**src/rtl/clock_enable_sequencer_if.sv**
```systemverilog
//==============================================================================
//  Module      : clock_enable_sequencer_if
//  Description : Signal bundle between the clock-enable sequencer and the
//                clock divider / system-reset fabric around it.
//
//  Signals:
//    locked           MMCM lock, asynchronous to the sequencer clock
//    clr_flag         synchronous request to clear lock_lost
//    clk_en[3:0]      BUFGMUX gate enables: [0]=100, [1]=50, [2]=25, [3]=12.5 MHz
//    sys_rst          active-high reset to the processor and memIO
//    ready            high only once the full start-up sequence has completed
//    lock_lost        sticky flag: lock dropped after settling began
//    lock_loss_count  saturating count of lock drops
//
//  Modports:
//    master  the sequencer (drives enables, reset and status)
//    slave   the surroundings (drive locked and clr_flag)
//
//  Revision    : 1.0 - initial release
//==============================================================================
`default_nettype none

interface clock_enable_sequencer_if;
  logic       locked;
  logic       clr_flag;
  logic [3:0] clk_en;
  logic       sys_rst;
  logic       ready;
  logic       lock_lost;
  logic [7:0] lock_loss_count;

  modport master (
    input  locked,
    input  clr_flag,
    output clk_en,
    output sys_rst,
    output ready,
    output lock_lost,
    output lock_loss_count
  );

  modport slave (
    output locked,
    output clr_flag,
    input  clk_en,
    input  sys_rst,
    input  ready,
    input  lock_lost,
    input  lock_loss_count
  );
endinterface

`default_nettype wire

```
**src/rtl/clock_enable_sequencer.sv**
```systemverilog
//==============================================================================
//  Module      : clock_enable_sequencer
//  Description : Start-up / recovery sequencer for the divided clock domains.
//                Waits for MMCM lock, lets it settle, opens the 100/50/25/12.5
//                MHz gates one at a time at fixed spacing, then holds the
//                processor/memIO reset for a fixed time before declaring the
//                system ready. Any lock drop after settling began collapses the
//                sequence back to the start and is recorded.
//
//  Parameters:
//    SETTLE_LOG2  settle interval after lock = 2**SETTLE_LOG2 cycles
//    STAGE_GAP    cycles between successive clk_en bits (>= 1)
//    RST_HOLD     cycles sys_rst stays high after clk_en[3] rises (>= 1)
//
//  Ports:
//    clk    free-running 100 MHz reference (ungated MMCM output)
//    reset  asynchronous, active-low reset
//    bus    clock_enable_sequencer_if.master
//             in : locked, clr_flag
//             out: clk_en[3:0], sys_rst, ready, lock_lost, lock_loss_count[7:0]
//
//  All outputs are registered.
//
//  Revision    : 1.0 - initial release
//==============================================================================
`default_nettype none

module clock_enable_sequencer #(
  parameter int SETTLE_LOG2 = 2,
  parameter int STAGE_GAP   = 4,
  parameter int RST_HOLD    = 16
) (
  input  logic                            clk,
  input  logic                            reset,
  clock_enable_sequencer_if.master        bus
);

  //--------------------------------------------------------------------------
  // Interval counter sizing: one counter is shared by every timed phase, so it
  // must hold the longest terminal value; the extra bit keeps the terminal
  // compare unambiguous when the longest interval is an exact power of two.
  //--------------------------------------------------------------------------
  localparam int SETTLE_LEN = 1 << SETTLE_LOG2;
  localparam int MAX_SG     = (SETTLE_LEN > STAGE_GAP) ? SETTLE_LEN : STAGE_GAP;
  localparam int MAX_LEN    = (MAX_SG > RST_HOLD) ? MAX_SG : RST_HOLD;
  localparam int CNT_W      = $clog2(MAX_LEN) + 1;

  localparam logic [CNT_W-1:0] c_cnt_zero    = '0;
  localparam logic [CNT_W-1:0] c_cnt_one     = CNT_W'(1);
  localparam logic [CNT_W-1:0] c_settle_last = CNT_W'(SETTLE_LEN - 1);
  localparam logic [CNT_W-1:0] c_stage_last  = CNT_W'(STAGE_GAP - 1);
  localparam logic [CNT_W-1:0] c_hold_last   = CNT_W'(RST_HOLD - 1);

  //--------------------------------------------------------------------------
  // State encoding
  //--------------------------------------------------------------------------
  localparam logic [2:0] c_st_wait_lock = 3'd0;
  localparam logic [2:0] c_st_settle    = 3'd1;
  localparam logic [2:0] c_st_stage     = 3'd2;
  localparam logic [2:0] c_st_hold_rst  = 3'd3;
  localparam logic [2:0] c_st_run       = 3'd4;

  //--------------------------------------------------------------------------
  // Registers
  //--------------------------------------------------------------------------
  logic [2:0]       r_state;
  logic [CNT_W-1:0] r_cnt;
  logic             r_sync1;
  logic             r_locked_s;
  logic [3:0]       r_clk_en;
  logic             r_sys_rst;
  logic             r_ready;
  logic             r_lock_lost;
  logic [7:0]       r_loss_count;

  //--------------------------------------------------------------------------
  // Next-state / next-output wires
  //--------------------------------------------------------------------------
  logic [2:0]       w_state_nxt;
  logic [CNT_W-1:0] w_cnt_nxt;
  logic [3:0]       w_clk_en_nxt;
  logic             w_sys_rst_nxt;
  logic             w_lock_lost_nxt;
  logic [7:0]       w_loss_count_nxt;

  logic w_active;
  logic w_loss;
  logic w_settle_done;
  logic w_stage_done;
  logic w_hold_done;

  // Once settling has begun, a low synchronized lock is a loss event. In
  // WAIT_LOCK a low lock merely keeps us waiting.
  assign w_active      = (r_state != c_st_wait_lock);
  assign w_loss        = w_active && !r_locked_s;
  assign w_settle_done = (r_state == c_st_settle)   && (r_cnt == c_settle_last);
  assign w_stage_done  = (r_state == c_st_stage)    && (r_cnt == c_stage_last);
  assign w_hold_done   = (r_state == c_st_hold_rst) && (r_cnt == c_hold_last);

  //--------------------------------------------------------------------------
  // Process 1: state and output registers, plus the lock synchronizer.
  // locked is asynchronous to clk, so it passes through two flops before the
  // FSM is allowed to look at it.
  //--------------------------------------------------------------------------
  always_ff @(posedge clk or negedge reset) begin
    if (!reset) begin
      r_state      <= c_st_wait_lock;
      r_cnt        <= c_cnt_zero;
      r_sync1      <= 1'b0;
      r_locked_s   <= 1'b0;
      r_clk_en     <= 4'b0000;
      r_sys_rst    <= 1'b1;
      r_ready      <= 1'b0;
      r_lock_lost  <= 1'b0;
      r_loss_count <= 8'd0;
    end else begin
      r_sync1      <= bus.locked;
      r_locked_s   <= r_sync1;
      r_state      <= w_state_nxt;
      r_cnt        <= w_cnt_nxt;
      r_clk_en     <= w_clk_en_nxt;
      r_sys_rst    <= w_sys_rst_nxt;
      // ready is its own flop, loaded from the same source as sys_rst, so the
      // two can never disagree even for a cycle.
      r_ready      <= ~w_sys_rst_nxt;
      r_lock_lost  <= w_lock_lost_nxt;
      r_loss_count <= w_loss_count_nxt;
    end
  end

  //--------------------------------------------------------------------------
  // Process 2: next state and interval counter
  //--------------------------------------------------------------------------
  always_comb begin
    w_state_nxt = r_state;
    w_cnt_nxt   = r_cnt;

    if (w_loss) begin
      // Loss overrides whatever transition was due on this edge.
      w_state_nxt = c_st_wait_lock;
      w_cnt_nxt   = c_cnt_zero;
    end else begin
      case (r_state)
        c_st_wait_lock: begin
          if (r_locked_s) begin
            w_state_nxt = c_st_settle;
            w_cnt_nxt   = c_cnt_zero;
          end
        end

        c_st_settle: begin
          if (w_settle_done) begin
            w_state_nxt = c_st_stage;
            w_cnt_nxt   = c_cnt_zero;
          end else begin
            w_cnt_nxt   = r_cnt + c_cnt_one;
          end
        end

        c_st_stage: begin
          if (w_stage_done) begin
            w_cnt_nxt = c_cnt_zero;
            // clk_en[2] already set means this edge opens the last gate.
            if (r_clk_en[2]) begin
              w_state_nxt = c_st_hold_rst;
            end
          end else begin
            w_cnt_nxt = r_cnt + c_cnt_one;
          end
        end

        c_st_hold_rst: begin
          if (w_hold_done) begin
            w_state_nxt = c_st_run;
            w_cnt_nxt   = c_cnt_zero;
          end else begin
            w_cnt_nxt   = r_cnt + c_cnt_one;
          end
        end

        c_st_run: begin
          w_state_nxt = c_st_run;
        end

        default: begin
          w_state_nxt = c_st_wait_lock;
          w_cnt_nxt   = c_cnt_zero;
        end
      endcase
    end
  end

  //--------------------------------------------------------------------------
  // Process 3: next values of the registered outputs
  //--------------------------------------------------------------------------
  always_comb begin
    w_clk_en_nxt     = r_clk_en;
    w_sys_rst_nxt    = r_sys_rst;
    w_lock_lost_nxt  = r_lock_lost;
    w_loss_count_nxt = r_loss_count;

    if (w_loss) begin
      w_clk_en_nxt    = 4'b0000;
      w_sys_rst_nxt   = 1'b1;
      // A clear requested on the same edge loses against the new loss.
      w_lock_lost_nxt = 1'b1;
      if (r_loss_count != 8'hFF) begin
        w_loss_count_nxt = r_loss_count + 8'd1;
      end
    end else begin
      if (bus.clr_flag) begin
        w_lock_lost_nxt = 1'b0;
      end
      if (w_settle_done) begin
        w_clk_en_nxt = 4'b0001;
      end
      // Shifting a one in from the bottom opens the gates strictly in order
      // 0 -> 3 and can never produce a gap.
      if (w_stage_done) begin
        w_clk_en_nxt = {r_clk_en[2:0], 1'b1};
      end
      if (w_hold_done) begin
        w_sys_rst_nxt = 1'b0;
      end
    end
  end

  //--------------------------------------------------------------------------
  // Outputs
  //--------------------------------------------------------------------------
  assign bus.clk_en          = r_clk_en;
  assign bus.sys_rst         = r_sys_rst;
  assign bus.ready           = r_ready;
  assign bus.lock_lost       = r_lock_lost;
  assign bus.lock_loss_count = r_loss_count;

  //--------------------------------------------------------------------------
  // Structural invariants of the sequence
  //--------------------------------------------------------------------------
  a_ready_is_not_rst : assert property (@(posedge clk) disable iff (!reset)
    r_ready == ~r_sys_rst);

  a_run_needs_all_clocks : assert property (@(posedge clk) disable iff (!reset)
    !r_sys_rst |-> (r_clk_en == 4'b1111));

  a_gates_in_order : assert property (@(posedge clk) disable iff (!reset)
    (r_clk_en == 4'b0000) || (r_clk_en == 4'b0001) || (r_clk_en == 4'b0011) ||
    (r_clk_en == 4'b0111) || (r_clk_en == 4'b1111));

endmodule

`default_nettype wire
```
**src/flat_wrapper.sv**
```systemverilog
// flat-port wrapper written by rule: the top's interface ports become plain ports
module clock_enable_sequencer_flat 
#(
  parameter int SETTLE_LOG2 = 2,
  parameter int STAGE_GAP   = 4,
  parameter int RST_HOLD    = 16
)
  (clk, reset, bus_locked, bus_clr_flag, bus_clk_en, bus_sys_rst, bus_ready, bus_lock_lost, bus_lock_loss_count);
  clock_enable_sequencer_if bus_i ();
  input  logic clk;
  input  logic reset;
  input wire logic [$bits(bus_i.locked)-1:0] bus_locked;
  input wire logic [$bits(bus_i.clr_flag)-1:0] bus_clr_flag;
  output wire logic [$bits(bus_i.clk_en)-1:0] bus_clk_en;
  output wire logic [$bits(bus_i.sys_rst)-1:0] bus_sys_rst;
  output wire logic [$bits(bus_i.ready)-1:0] bus_ready;
  output wire logic [$bits(bus_i.lock_lost)-1:0] bus_lock_lost;
  output wire logic [$bits(bus_i.lock_loss_count)-1:0] bus_lock_loss_count;
  assign bus_i.locked = bus_locked;
  assign bus_i.clr_flag = bus_clr_flag;
  assign bus_clk_en = bus_i.clk_en;
  assign bus_sys_rst = bus_i.sys_rst;
  assign bus_ready = bus_i.ready;
  assign bus_lock_lost = bus_i.lock_lost;
  assign bus_lock_loss_count = bus_i.lock_loss_count;
  clock_enable_sequencer #(.SETTLE_LOG2(SETTLE_LOG2), .STAGE_GAP(STAGE_GAP), .RST_HOLD(RST_HOLD)) u_core (.clk(clk), .reset(reset), .bus(bus_i));
endmodule
```
**config.mk**
```make
export PLATFORM = sky130hd
export DESIGN_NAME = clock_enable_sequencer_flat
export DESIGN_NICKNAME = d
export VERILOG_FILES = /design/src/rtl/clock_enable_sequencer_if.sv /design/src/rtl/clock_enable_sequencer.sv /design/src/flat_wrapper.sv
export SDC_FILE = /design/constraint.sdc
export NUM_CORES = 1
export LEC_CHECK = 0
export ABC_AREA = 1
export BUFFER_PORTS_ARGS = -buffer_cell sky130_fd_sc_hd__buf_2
export CAP_MARGIN = 10
export CORE_MARGIN = 2
export CORE_UTILIZATION = 32
export CTS_CLUSTER_DIAMETER = 40
export DETAILED_ROUTE_END_ITERATION = 8
export HOLD_SLACK_MARGIN = 0.08
export MAX_ROUTING_LAYER = met4
export PLACE_DENSITY = 0.61
export SYNTH_ARGS = -nofsm -noshare
export SYNTH_HDL_FRONTEND = slang
export SYNTH_SLANG_ARGS = --single-unit
export TNS_END_PERCENT = 20
```
**constraint.sdc**
```tcl
create_clock -name clk -period 4.4 [get_ports clk]
set_clock_uncertainty 0.15 [all_clocks]
set_input_delay 0.22 -clock clk [delete_from_list [all_inputs] [get_ports clk]]
set_output_delay 0.22 -clock clk [all_outputs]
set_load 0.02 [all_outputs]
```
==> results.py, run 1 <==
metrics = {
    "status": {
        "status": "finished, final reports clean",
    },
    "placement": {
        "pre_cts_slack_ps": 2656,
        "hpwl_mm": 1.765,
        "gp_routability_congestion": 0.7783,
        "io_buffers": 18,
        "dp.cells": 226,
    },
    "timing": {
        "relSlewSlack": 0.6261,
        "finalCriticalPeriod_ps": 1739,
        "fin_tns_setup_ps": 0,
        "slew_viol_final": 0,
        "rsz0062_at_grt": "false",
        "clock.fmax_ghz": 0.5751,
        "hold_viol": 0,
        "setup_viol_count_final": 0,
        "setup_ws_ps": 2661,
        "fin_crit_sh": 0.3952,
        "worst_pin_slew_ps": 560.8,
    },
    "worst_setup_path": {
        "r2r_cells": 8,
        "endpoint_kind": "flip-flop",
        "regToRegStartpoint": "u_core.bus.lock_loss_count[0]",
        "cp_max_fo": 13,
        "arrival_ps": 1760,
        "reg2reg_to": "u_core.bus.lock_loss_count[6]",
        "r2r_slack_ps": 2660,
        "startpoint_type": "flip-flop",
        "cp_data_required_time_ps": 4420,
        "crit_type": "reg2reg",
    },
    "finish": {
        "final_common_cell": "nand2_1",
        "area_delta_synth_final_pct": 16.83,
        "final_cell_mix": "nand2_1, dfrtp_1, inv_1",
        "drive_above_1_share": 0.1749,
        "diodes": 0,
        "fin_cells": 233,
        "layout.nets": 191,
    },
    "pwr": {
        "p_sw_uw": 315.2,
        "p_leak_nw": 0.7522,
        "seqPwrFrac": 0.438,
        "worst_ir_drop_vdd_v": 0.0002153,
        "p_total_uw": 749.6,
        "pwr-share-clk": 0.179,
        "p_comb_frac": 0.383,
        "power.density_nw_per_um2": 498.8,
        "p_int_uw": 434.4,
        "swShare": 0.4205,
    },
    "routing": {
        "drt_iter0_drc": 45,
        "drt_wl_total_mm": 2.380,
        "drc_errors": 0,
        "ant_nets": 0,
        "vias_per_cell": 4.365,
        "wl_per_cell_um": 10.21,
        "num_vias": 1017,
        "firstDrtPassIters": 4,
    },
    "global_route": {
        "use_met2": 0.1621,
        "track_usage": 0.1201,
        "grt_pass1_wl_mm": 3.967,
        "grt_overflow": 0,
        "grt_max_degree": 26,
        "use_met1": 0.1768,
        "grt.met3_usage": 0.02667,
        "antenna_found_initial": 0,
        "grt_pass1_vias": 882,
        "grt.busiest_layer": "met1",
    },
    "min_path": {
        "hp-start": "u_core.r_sync1",
        "hold_depth": 0,
        "hp-class": "reg2reg",
        "hold_end": "u_core.r_locked_s",
    },
    "yosys": {
        "synthMuxAreaShare": 0,
        "synth_top_family_by_area": "simple AND/OR/NAND/NOR gates",
        "syn_area_um2": 1286,
        "yosys.area_share.simple": 0.2802,
        "yosysUniqueCellTypes": 24,
        "syn-num-nets": 166,
        "ys_seq_area_frac": 0.4874,
        "synth_fa_ha_area_frac": 0.02918,
        "netlist_instances": 159,
        "synth_compound_area_frac": 0.07782,
        "synth_warnings": 0,
        "ys_seq_elements": 25,
        "synth-xor-area-share": 0.04669,
        "syn-mean-instance-area_um2": 8.090,
    },
    "floorplanning": {
        "io-pin-count": 19,
        "coreArea_um2": 3943,
        "dieArea_um2": 4543,
        "die_w_um": 67.40,
        "die_y_um": 67.40,
        "start_util": 0.3262,
        "row_count": 23,
    },
    "clock_tree": {
        "cts_setup_buffers": 0,
        "cts_root_buf": "clkbuf_8",
        "cts_buffer_depth": 2,
        "clock-sinks": 25,
        "htreeDepth": 1,
        "cts_buffers": 3,
        "cts_tree": "yes",
        "post_cts_resized": 0,
        "insertion_delay_ps": 270,
        "clk_pin_slew_ps": 90,
    },
    "run": {
        "drv_cap": 0,
    },
}
## stage by stage
step	hold WS, ps	util	instance area, um2
5_1_grt	222.1	0.3811	1503
6_report	213.9	0.3811	1503
3_3_place_gp	104.0	0.3621	1428
4_1_cts	212.8	0.3811	1503
2_1_floorplan	-225.6	-	1286
3_5_place_dp	101.7	0.3621	1428
## what timing repair did
| action | in CTS | in global routing |
|---|---|---|
| hold buffers | 3 | 0 |
| endpoints found under the setup margin | 0 | 0 |
| endpoints found under the hold margin | 26 | 0 |
## worst max path at each step
stage                                        from  cells after the start  slack (ps)                             to
floorplan           u_core.bus.lock_loss_count[0]                      8        2800  u_core.bus.lock_loss_count[2]
global placement    u_core.bus.lock_loss_count[0]                      8        2660  u_core.bus.lock_loss_count[7]
global route        u_core.bus.lock_loss_count[0]                      8        2510  u_core.bus.lock_loss_count[6]
detailed placement  u_core.bus.lock_loss_count[0]                      8        2660  u_core.bus.lock_loss_count[6]
finish              u_core.bus.lock_loss_count[0]                      8        2660  u_core.bus.lock_loss_count[6]
CTS                 u_core.bus.lock_loss_count[0]                      8        2640  u_core.bus.lock_loss_count[6]
## logic make-up (layout without fill, tap and decap cells)
family | Yosys count | in the layout
flip-flops | 25 | 25
AND/OR/NAND/NOR | 83 | 83
AO/OA/AOI/OAI | 17 | 17
adder cells (fa/ha/maj) | 3 | 3
buffers and inverters | 25 | 49
XOR/XNOR | 6 | 6
## critical path, cell delays in order (launching register included)
cell and delay, ps:
dfrtp_1 460, ha_1 260, nand3_2 110, nor2_1 100
nand2_1 70, nand2_2 230, inv_1 120, nand2_1 80
nand2_1 50
## flip-flops by register name, indices dropped and copies added (netlist names)
name and cells:
u_core.bus.clk_en 4, u_core.bus.lock_loss_count 8, u_core.bus.lock_lost 1, u_core.bus.ready 1
u_core.bus.sys_rst 1, u_core.r_cnt 5, u_core.r_locked_s 1, u_core.r_state 3
u_core.r_sync1 1
## metal layers
layer	part of all wire	routed length [um]
met5	0	0
met4	0.0076	18
met3	0.041	98
met2	0.42	999
met1	0.53	1263
## layout make-up
cell class / instances / area, um2
clock buffer: 4 / 45.04
fill: 417 / 2440
inverter: 24 / 90.09
multi-input combinational: 109 / 558.0
sequential: 25 / 626.9
tap: 50 / 62.56
timing repair buffer: 21 / 120.1
## Yosys cell counts
| cell type | count | share of area |
|---|---|---|
| nand2_1 | 44 | 0.13 |
| dfrtp_1 | 24 | 0.47 |
| inv_1 | 21 | 0.061 |
| nor2_1 | 17 | 0.050 |
| nand3_1 | 13 | 0.051 |
| o21ai_1 | 7 | 0.027 |
| o21ai_0 | 5 | 0.019 |
| xnor2_1 | 4 | 0.027 |
| a21oi_1 | 3 | 0.012 |
| ha_1 | 3 | 0.029 |
| inv_2 | 3 | 0.0088 |
| nand4_1 | 3 | 0.015 |
| a21oi_4 | 1 | 0.013 |
| buf_6 | 1 | 0.0088 |
| dfstp_2 | 1 | 0.020 |
| nand2_2 | 1 | 0.0049 |
| nand3_2 | 1 | 0.0078 |
| nand3b_1 | 1 | 0.0058 |
| nor2_2 | 1 | 0.0049 |
| nor3_2 | 1 | 0.0078 |
| nor3b_1 | 1 | 0.0058 |
| o21ai_2 | 1 | 0.0068 |
| xnor2_2 | 1 | 0.013 |
| xor2_1 | 1 | 0.0068 |
## power by group through the flow
| stage | Clock [mW] | Combinational [mW] | Sequential (mW) |
|---|---|---|---|
| finish | 0.134 | 0.287 | 0.328 |
| global route | 0.152 | 0.324 | 0.339 |
| CTS | 0.142 | 0.291 | 0.329 |
| detailed placement | 0 | 0.288 | 0.334 |
| global placement | 0 | 0.287 | 0.333 |
| floorplan | 0 | 0.195 | 0.354 |
Power figures use the tool's default switching activity.
==> run 2, diff against run 1 <==
==> constraint.sdc (replaced) <==
create_clock -name clk -period 1.6 [get_ports clk]
set_clock_uncertainty 0.15 [all_clocks]
set_input_delay 0.08 -clock clk [delete_from_list [all_inputs] [get_ports clk]]
set_output_delay 0.08 -clock clk [all_outputs]
set_load 0.02 [all_outputs]
==> run 2 against run 1 <==
  * Global-route usage increased by 0.61 points
  * Final cell count increased by 3.9%
  * Setup slack got worse by 2600 ps
  * Register-to-register slack got worse by 2600 ps
  * Critical path type unchanged
  * Largest power group is now combinational cells
  * Largest cell class unchanged
==> results.py, run 2 (synthesis gave the netlist of run 1 again) <==
metrics = {
    "status": {
        "status": "finished, final reports clean",
    },
    "pwr": {
        "p_sw_uw": 980.9,
        "power.density_nw_per_um2": 1425,
        "p_int_mw": 1.346,
        "seqPwrFrac": 0.372,
        "p_comb_frac": 0.465,
        "swShare": 0.4215,
        "p_leak_nw": 0.8151,
        "worst_ir_drop_vdd_v": 0.0008822,
        "pwr-share-clk": 0.163,
    },
    "clock_tree": {
        "clk_pin_slew_ps": 100,
        "clock-sinks": 25,
        "cts_root_buf": "clkbuf_8",
        "cts_buffer_depth": 2,
        "cts_buffers": 3,
        "htreeDepth": 1,
        "insertion_delay_ps": 280,
        "cts_tree": "yes",
    },
    "floorplanning": {
        "row_count": 23,
        "dieArea_um2": 4543,
        "io-pin-count": 19,
        "coreArea_um2": 3943,
        "die_y_um": 67.40,
        "die_w_um": 67.40,
        "start_util": 0.3262,
    },
    "placement": {
        "dpl-instance-area_um2": 1480,
        "dp.cells": 233,
        "pre_cts_slack_ps": -14.69,
        "io_buffers": 18,
        "gp_routability_congestion": 0.7473,
        "hpwl_mm": 1.794,
    },
    "timing": {
        "clock.fmax_ghz": 0.6301,
        "finalCriticalPeriod_ps": 1587,
        "setup_viol_count_final": 0,
        "relSlewSlack": 0.6280,
        "worst_pin_slew_ps": 558.0,
        "hold_viol": 0,
        "fin_crit_sh": 0.9919,
        "rsz0062_at_grt": "true",
        "slew_viol_final": 0,
        "timing.hold.ws_ps": 171.0,
        "setup_ws_ps": 12.90,
    },
    "routing": {
        "num_vias": 1072,
        "dr.max_layer_used": "met4",
        "firstDrtPassIters": 4,
        "wl_met3_um": 64,
        "wl_met2_mm": 1.088,
        "ant_nets": 0,
        "drt_iter0_drc": 25,
        "vias_per_cell": 4.430,
        "met1_length_mm": 1.321,
        "wl_per_cell_um": 10.38,
        "drc_errors": 0,
        "drt_wl_total_mm": 2.512,
    },
    "worst_setup_path": {
        "r2r_cells": 7,
        "cp_slowest_stage_delay_ps": 380,
        "arrival_ps": 1640,
        "r2r_slack_ps": 10,
        "cp_data_required_time_ps": 1660,
        "endpoint_kind": "flip-flop",
        "reg2reg_to": "u_core.r_state[0]",
        "startpoint_type": "flip-flop",
        "crit_type": "reg2reg",
        "cp_slowest_cell": "dfrtp_1",
        "cp_cell_sequence": "ha_2 -> nand2_1 -> nor2_1 -> nor2_1 -> nor2_4 -> nand4_1 -> nand2_1",
        "cp_max_fo": 5,
        "regToRegStartpoint": "u_core.r_cnt[1]",
    },
    "min_path": {
        "hp-class": "in2async",
    },
    "global_route": {
        "grt_pass1_wl_mm": 4.202,
        "track_usage": 0.1262,
        "grt_max_degree": 26,
        "antenna_found_initial": 0,
        "grt_pass1_vias": 975,
        "grt_overflow": 0,
    },
    "finish": {
        "area_delta_synth_final_pct": 26.95,
        "drive_above_1_share": 0.2917,
        "post-route-util": 0.4142,
        "largest_register_ffs": 8,
        "diodes": 0,
        "layout.nets": 200,
        "fin_cells": 242,
        "final_common_cell": "nand2_1",
        "final_area_um2": 1633,
        "final_cell_mix": "nand2_1, dfrtp_1, inv_1",
    },
    "run": {
        "drv_cap": 0,
    },
}
==> run 2: final cells by class <==
class	instances	area [um2]
sequential	25	626.9
inverter	24	90.09
fill	418	2310
tap	50	62.56
clock inverter	1	5.005
multi-input combinational	109	615.6
timing repair buffer	30	191.4
clock buffer	3	41.29
==> run 2: how the worst max path moves through the flow <==
stage                                             start                             to  slack [ps]
after CTS                               u_core.r_cnt[0]                u_core.r_cnt[0]           8
final                                   u_core.r_cnt[1]              u_core.r_state[0]          10
after detailed placement                u_core.r_cnt[0]                u_core.r_cnt[0]         -10
after floorplan           u_core.bus.lock_loss_count[0]  u_core.bus.lock_loss_count[2]           2
after global placement                  u_core.r_cnt[1]                u_core.r_cnt[2]          30
after global routing                    u_core.r_cnt[1]              u_core.r_state[0]         -80
==> run 2: metrics by stage <==
| stage | power, mW | setup TNS [ps] |
|---|---|---|
| 2_1_floorplan | 1.508 | 0 |
| 3_3_place_gp | 1.800 | 0 |
| 3_5_place_dp | 1.807 | -15.02 |
| 4_1_cts | 2.225 | 0 |
| 5_1_grt | 2.502 | -200.3 |
| 6_report | 2.327 | 0 |
==> run 2: timing repair <==
action	CTS	global route
resized for setup	2	18
endpoints found under the setup margin	4	13
hold buffers	3	0
buffers inserted	1	1
hold endpoints to repair	27	0
pin swaps	0	7
==> run 2: metal layers <==
metal  vias to the layer above  GRT usage
met5                         -          -
met4                         0    0.04592
met3                         4    0.02500
met2                        14     0.1819
met1                       487     0.1754
li1                        567          -
==> run 2: critical path, delay by kind of cell, from the launching register on <==
kind / cells / cell delay, ps
adders and majority gates: 1 / 190
and+or+nand+nor: 6 / 800
DFF: 1 / 380
==> run 2: power groups by stage <==
stage | clock network, mW | registers (mW) | logic (mW)
after global routing | 0.416 | 0.883 | 1.20
after CTS | 0.401 | 0.862 | 0.963
after floorplan | 0 | 0.973 | 0.536
after detailed placement | 0 | 0.873 | 0.933
after global placement | 0 | 0.871 | 0.929
final | 0.380 | 0.867 | 1.08
